===== config.mk =====
export PLATFORM = sky130hd
export DESIGN_NAME = key_debounce
export DESIGN_NICKNAME = d
export VERILOG_FILES = /design/src/rtl/key_pkg.sv /design/src/rtl/key_debounce_ch.sv /design/src/rtl/key_debounce.sv
export SDC_FILE = /design/constraint.sdc
export NUM_CORES = 1
export LEC_CHECK = 0
export CAP_MARGIN = 20
export CORE_MARGIN = 5
export CORE_UTILIZATION = 40
export CTS_CLUSTER_DIAMETER = 60
export CTS_CLUSTER_SIZE = 30
export DETAILED_ROUTE_END_ITERATION = 7
export PLACE_DENSITY_LB_ADDON = 0.15
export SETUP_SLACK_MARGIN = 0.1
export SYNTH_ARGS = -nofsm -noshare
export SYNTH_HDL_FRONTEND = slang
export SYNTH_SLANG_ARGS = --single-unit

===== constraint.sdc =====
create_clock -name clk -period 2.3 [get_ports clk]
set_input_delay 0.46 -clock clk [delete_from_list [all_inputs] [get_ports clk]]
set_output_delay 0.46 -clock clk [all_outputs]
set_load 0.01 [all_outputs]

===== src/rtl/key_pkg.sv =====
// key_pkg
// Shared constants and the per-channel state encoding for the key debouncer.
// No ports; imported by key_debounce and key_debounce_ch.
package key_pkg;

    // Defaults for a 50 MHz clock: 20 ms debounce, 1 s long press.
    localparam int DEBOUNCE_CYCLES_50MHZ = 1_000_000;
    localparam int LONG_CYCLES_50MHZ     = 50_000_000;

    // Bit 1 of the encoding is the debounced level (pressed in HELD and RELEASE_WAIT).
    typedef enum logic [1:0] {
        IDLE         = 2'd0,
        PRESS_WAIT   = 2'd1,
        HELD         = 2'd2,
        RELEASE_WAIT = 2'd3
    } key_ch_state_e;

endpackage


===== src/rtl/key_debounce_ch.sv =====
// key_debounce_ch
// One key channel: two-flop synchroniser, debounce counter, channel FSM and
// long-press hold counter. All outputs are registered.
//
// Ports:
//   clk          system clock
//   rst_n        asynchronous active-low reset
//   key_in       raw key pin (asynchronous)
//   key_state    debounced level, 1 = pressed
//   key_press    1-cycle pulse on accepted press
//   key_release  1-cycle pulse on accepted release
//   key_long     1-cycle pulse once per press after LONG_CYCLES held
//
// state        | meaning
// -------------+----------------------------------------------------------
// IDLE         | released and stable
// PRESS_WAIT   | sample reads pressed, counting toward press acceptance
// HELD         | pressed and stable, hold counter running
// RELEASE_WAIT | sample reads released, counting toward release acceptance
module key_debounce_ch
    import key_pkg::*;
#(
    parameter int DEBOUNCE_CYCLES = DEBOUNCE_CYCLES_50MHZ,
    parameter int LONG_CYCLES     = LONG_CYCLES_50MHZ,
    parameter bit ACTIVE_LOW      = 1'b1
) (
    input  logic clk,
    input  logic rst_n,
    input  logic key_in,
    output logic key_state,
    output logic key_press,
    output logic key_release,
    output logic key_long
);

    localparam int DB_W   = $clog2(DEBOUNCE_CYCLES);
    localparam int HOLD_W = $clog2(LONG_CYCLES + 1);

    localparam logic [DB_W-1:0]   DB_LAST  = DB_W'(DEBOUNCE_CYCLES - 1);
    localparam logic [HOLD_W-1:0] HOLD_MAX = HOLD_W'(LONG_CYCLES);
    localparam logic              PIN_IDLE = ACTIVE_LOW;

    logic [1:0]        sync_q;
    key_ch_state_e     state_q;
    logic [DB_W-1:0]   db_cnt_q;
    logic [HOLD_W-1:0] hold_q;
    logic              press_q;
    logic              release_q;
    logic              long_q;
    logic              sample;
    logic              level;

    // Normalised sample: 1 = pressed regardless of pin polarity.
    assign sample = sync_q[1] ^ PIN_IDLE;
    assign level  = state_q[1];

    always_ff @(posedge clk or negedge rst_n) begin
        if (!rst_n) begin
            sync_q    <= {2{PIN_IDLE}};
            state_q   <= IDLE;
            db_cnt_q  <= '0;
            hold_q    <= '0;
            press_q   <= 1'b0;
            release_q <= 1'b0;
            long_q    <= 1'b0;
        end else begin
            sync_q    <= {sync_q[0], key_in};
            press_q   <= 1'b0;
            release_q <= 1'b0;
            long_q    <= 1'b0;

            // Entering a wait state counts the first differing edge, so the
            // counter reaches DB_LAST after DEBOUNCE_CYCLES-1 edges and the
            // next differing edge accepts.
            case (state_q)
                IDLE: begin
                    db_cnt_q <= '0;
                    if (sample) begin
                        state_q  <= PRESS_WAIT;
                        db_cnt_q <= DB_W'(1);
                    end
                end
                PRESS_WAIT: begin
                    if (!sample) begin
                        state_q  <= IDLE;
                        db_cnt_q <= '0;
                    end else if (db_cnt_q == DB_LAST) begin
                        state_q  <= HELD;
                        db_cnt_q <= '0;
                        press_q  <= 1'b1;
                    end else begin
                        db_cnt_q <= db_cnt_q + DB_W'(1);
                    end
                end
                HELD: begin
                    db_cnt_q <= '0;
                    if (!sample) begin
                        state_q  <= RELEASE_WAIT;
                        db_cnt_q <= DB_W'(1);
                    end
                end
                RELEASE_WAIT: begin
                    if (sample) begin
                        state_q  <= HELD;
                        db_cnt_q <= '0;
                    end else if (db_cnt_q == DB_LAST) begin
                        state_q   <= IDLE;
                        db_cnt_q  <= '0;
                        release_q <= 1'b1;
                    end else begin
                        db_cnt_q <= db_cnt_q + DB_W'(1);
                    end
                end
                default: begin
                    state_q  <= IDLE;
                    db_cnt_q <= '0;
                end
            endcase

            // Hold counter only runs on the accepted level, so it is still 0
            // on the press edge and key_long can never coincide with key_press.
            if (level) begin
                if (hold_q != HOLD_MAX) begin
                    hold_q <= hold_q + HOLD_W'(1);
                    if (hold_q + HOLD_W'(1) == HOLD_MAX) begin
                        long_q <= 1'b1;
                    end
                end
            end else begin
                hold_q <= '0;
            end
        end
    end

    assign key_state   = level;
    assign key_press   = press_q;
    assign key_release = release_q;
    assign key_long    = long_q;

endmodule


===== src/rtl/key_debounce.sv =====
// key_debounce
// Conditions NUM_KEYS raw push-button pins into clean, clock-synchronous key
// events: debounced level plus press, release and long-press pulses.
//
// Ports:
//   clk          system clock (50 MHz nominal)
//   rst_n        asynchronous active-low reset
//   key_in       raw key pins
//   key_state    debounced levels, 1 = pressed
//   key_press    1-cycle pulses on accepted press
//   key_release  1-cycle pulses on accepted release
//   key_long     1-cycle pulses once per press after LONG_CYCLES held
module key_debounce
    import key_pkg::*;
#(
    parameter int NUM_KEYS        = 4,
    parameter int DEBOUNCE_CYCLES = DEBOUNCE_CYCLES_50MHZ,
    parameter int LONG_CYCLES     = LONG_CYCLES_50MHZ,
    parameter bit ACTIVE_LOW      = 1'b1
) (
    input  logic                clk,
    input  logic                rst_n,
    input  logic [NUM_KEYS-1:0] key_in,
    output logic [NUM_KEYS-1:0] key_state,
    output logic [NUM_KEYS-1:0] key_press,
    output logic [NUM_KEYS-1:0] key_release,
    output logic [NUM_KEYS-1:0] key_long
);

    for (genvar g = 0; g < NUM_KEYS; g++) begin : g_ch
        key_debounce_ch #(
            .DEBOUNCE_CYCLES (DEBOUNCE_CYCLES),
            .LONG_CYCLES     (LONG_CYCLES),
            .ACTIVE_LOW      (ACTIVE_LOW)
        ) u_ch (
            .clk         (clk),
            .rst_n       (rst_n),
            .key_in      (key_in[g]),
            .key_state   (key_state[g]),
            .key_press   (key_press[g]),
            .key_release (key_release[g]),
            .key_long    (key_long[g])
        );
    end

endmodule


==> results by group <==
Status
  – Outcome: finished, final reports clean

Cells and area
  – Nets: 1,282
  – Cell area after layout: around 13,000 um^2
  – Cell Count, Final, Fillers Out: 1,664
  – Share of layout cells above drive strength 1: 0.1219
  – Multi-input logic area: 5788 um^2
  – Layout overhead on the synthesized area: 15.41%
  – Seq. cell area: roughly 5300 um^2
  – Fill cell count: 2,787
  – ANT cells: 0
  – Post-Route Utilization: 0.4646

Clocking
  – Maximum clock insertion buffer count: 3
  – H-tree depth: 1
  – Root Driver: clkbuf_16
  – CTS tree: done
  – Clock transition at path regs: around 0.060 ns
  – TritonCTS buffer count: 26
  – Clk sinks: 212
  – Clk Latency, worst-skew pair: roughly 0.54 ns

Min path
  – Hold Path Stages: 1
  – Hold EP: g_ch[2].u_ch.sync_q[0]$_DFF_PN1_
  – Hold Path Class: in2reg
  – Worst hold path startpoint: key_in[2]

Power and ir drop
  – Reg power frac: 0.461
  – Sw Ratio: 0.2411
  – Sw Pwr: 1.970 mW
  – Clock power share: 0.520
  – Total power: a little over 8 mW
  – Pwr dens: 616.3 nW/um^2
  – Gate power share: 0.019
  – P_leak: 5.246 nW
  – Total internal power: ~6.2 mW
  – Peak supply drop: 0.5168 mV

Floorplanning
  – Initial Util: 0.4026
  – Core Area: 28,550 um^2
  – Die ar.: 32,220 um^2
  – Die Width: 179.5 um
  – Die height: 179.5 um
  – Rows: 62
  – Total I/O pin count: 22

Global routing
  – Pin count of the biggest net entering global routing: slightly below 60
  – Initial antenna violation count: 0
  – Overflow after GRT: 0
  – Vias in the first global route: 8,456
  – First-pass GRT wire length: 41,930 um
  – Total GRT Usage: 0.1474

Setup path
  – Crit-path max FO: 4
  – Worst endpoint required time: 2.73 ns
  – Critical Path AT: 2.57 ns
  – Worst reg2reg startpoint: g_ch[1].u_ch.hold_q[0]$_DFFE_PN0P_
  – Setup crit end kind: register
  – FF-to-FF path depth: 8
  – WS Path Type: reg2reg
  – R2r setup slk: 0.16 ns
  – Critical R2R Capture: g_ch[1].u_ch.key_long$_DFF_PN0_
  – CP Launch Type: register

Drt
  – Routed WL per cell: 14.10 um
  – Antenna-violating nets left: 0
  – Via Count: 8,440
  – Final WL: 23,460 um
  – Vias/cell: 5.072
  – Drt first pass iters: 4
  – DRC viols: 0
  – Detailed Route Iter0 Violations: 455

Timing
  – Slew headroom: 0.6635
  – Setup TNS: 0 ns
  – Fmax achieved: 467.7 MHz
  – Worst slew pin tran: 0.4977 ns
  – Pins over their slew limit: 0
  – Clock Skews: 0.02065 ns
  – Unrepaired setup endpoints after global routing: no
  – Final Critical Period: around 2.1 ns
  – Final setup violation count: 0
  – Fin crit share: 0.9296
  – Final-report hold violation count: 0

Logic synthesis
  – Post-synth top area share: 0.4442
  – Largest cells by area after synthesis: dfrtp_1 44%, nor2_1 7.3%, xnor2_1 6.6%
  – Ys Warns: 0
  – Mean Syn Cell Area: roughly 9.3 um^2
  – Post-synthesis sequential area ratio: 0.4625
  – Leading area contributor after synthesis: dfrtp_1
  – Syn_nets: 1,253
  – Synth cell types: 67
  – Flop and latch count out of synthesis: between 200 and 250
  – Mapped cell area: around 11,000 um^2
  – Most frequent cell after synthesis: nor2_1
  – Post-synth EDFFs: 0
  – Async set-reset flop share out of synthesis: 1.000
  – Post-Syn Instances: about 1,200
  – Ys flop type: dfrtp_1
  – Top post-synthesis cells by count: 222 x nor2_1, 204 x dfrtp_1, 87 x nand2_1

Place
  – Inst Count DP: 1,612
  – Port Buffers: 21
  – Estimated wirelength of the detail-placed design: approximately 16,000 um
  – GP Congestion: roughly 0.85
  – Placed instance area: 12,210 um^2

Job
  – Max Cap Viol: 0
[state kept, by name, summed over array words and instances, names as in the netlist, named ones only]
| register | flops |
|---|---|
| g_ch.u_ch.db_cnt_q | 80 |
| g_ch.u_ch.hold_q | 104 |
| g_ch.u_ch.key_long | 4 |
| g_ch.u_ch.key_press | 4 |
| g_ch.u_ch.key_release | 4 |
| g_ch.u_ch.state_q | 4 |
| g_ch.u_ch.sync_q | 8 |
[through the flow]
| stage | setup slack (ns) | hold WS, ns |
|---|---|---|
| 6_report | 0.1619 | 0.3269 |
| 5_1_grt | 0.1002 | 0.3034 |
| 4_1_cts | 0.1043 | 0.3006 |
| 3_5_place_dp | 0.1153 | 0.3490 |
| 3_3_place_gp | 0.1473 | 0.3460 |
| 2_1_floorplan | 0.1001 | 0.1644 |
[area by class of cell]
class / count / area share
timing repair buffer: 73 / 0.04962
clock buffer: 29 / 0.05226
multi-input combinational: 921 / 0.4364
tap: 384 / 0.03623
inverter: 26 / 0.007359
clock inverter: 19 / 0.01623
sequential: 212 / 0.4019
[what timing repair did]
item                       CTS  global route
resized for setup            0            32
setup endpoints to repair    0            26
buffers inserted             0             3
hold endpoints to repair    52             0
hold buffers                 1             0
[power groups by stage]
| stage | clock, mW | sequential [mW] | combinational, mW |
|---|---|---|---|
| 3_3_place_gp | 0 | 3.84 | 0.163 |
| 5_1_grt | 4.55 | 3.77 | 0.186 |
| 3_5_place_dp | 0 | 3.84 | 0.164 |
| 4_1_cts | 4.41 | 3.77 | 0.167 |
| 6_report | 4.25 | 3.77 | 0.156 |
| 2_1_floorplan | 0 | 3.84 | 0.0482 |
[cells by family (layout without fill, tap and decap cells)]
| group | after synthesis | count (layout) | synth area share |
|---|---|---|---|
| AOI/OAI and AO/OA | 76 | 76 | 0.04453 |
| xor gates and xnor gates | 171 | 171 | 0.1303 |
| adders and majority gates | 16 | 16 | 0.01742 |
| buffers and inverters | 98 | 147 | 0.04246 |
| DFF | 212 | 212 | 0.4625 |
| muxes | 13 | 13 | 0.01154 |
| and+or+nand+nor | 645 | 645 | 0.2912 |
[worst max path at each step]
stage | startpoint | end | slack, ns
final | g_ch[1].u_ch.hold_q[0]$_DFFE_PN0P_ | g_ch[1].u_ch.key_long$_DFF_PN0_ | 0.16
after global routing | g_ch[1].u_ch.hold_q[0]$_DFFE_PN0P_ | g_ch[1].u_ch.key_long$_DFF_PN0_ | 0.10
after global placement | g_ch[1].u_ch.hold_q[0]$_DFFE_PN0P_ | g_ch[1].u_ch.key_long$_DFF_PN0_ | 0.15
after detailed placement | g_ch[3].u_ch.hold_q[1]$_DFFE_PN0P_ | g_ch[3].u_ch.key_long$_DFF_PN0_ | 0.12
after floorplan | g_ch[1].u_ch.hold_q[1]$_DFFE_PN0P_ | g_ch[1].u_ch.key_long$_DFF_PN0_ | 0.10
after CTS | g_ch[1].u_ch.hold_q[0]$_DFFE_PN0P_ | g_ch[1].u_ch.key_long$_DFF_PN0_ | 0.10
[cell usage in the layout, fill, tap and decap left out, types with 9 or more instances in the layout]
master,synthesis,final
nor2_1,222,219
nor4_1,22,18
ha_1,16,14
and2_1,29,29
o21ai_0,20,19
nor3_1,26,25
nand2_1,87,86
xnor2_1,86,86
and4_1,18,17
inv_1,26,26
clkbuf_16,0,27
nor4b_1,11,11
buf_4,22,47
nand3_1,77,77
and3_1,29,27
dfrtp_1,204,192
xor2_1,85,85
a21oi_1,14,14
nand4_1,48,48
or3_1,13,13
inv_8,0,9
clkdlybuf4s50_1,0,20
dfrtp_2,0,12
mux2i_1,11,11
[worst max-delay path, stage by stage, from the launching register on]
cell,delay [ns]
dfrtp_2,0.42
ha_4,0.17
and3_4,0.18
buf_4,0.15
mux2_2,0.22
a21oi_1,0.06
a2111oi_0,0.42
nand4_1,0.19
a221oi_2,0.21
[per-layer routing]
| layer | wire [um] | global-route usage | vias up |
|---|---|---|---|
| met1 | 11740 | 0.2134 | 4046 |
| li1 | - | - | 4270 |
| met5 | 0 | 0 | - |
| met3 | 739 | 0.02405 | 29 |
| met4 | 474 | 0.03444 | 0 |
| met2 | 10500 | 0.2335 | 95 |
Note: power is estimated with default switching activity, not from simulation.
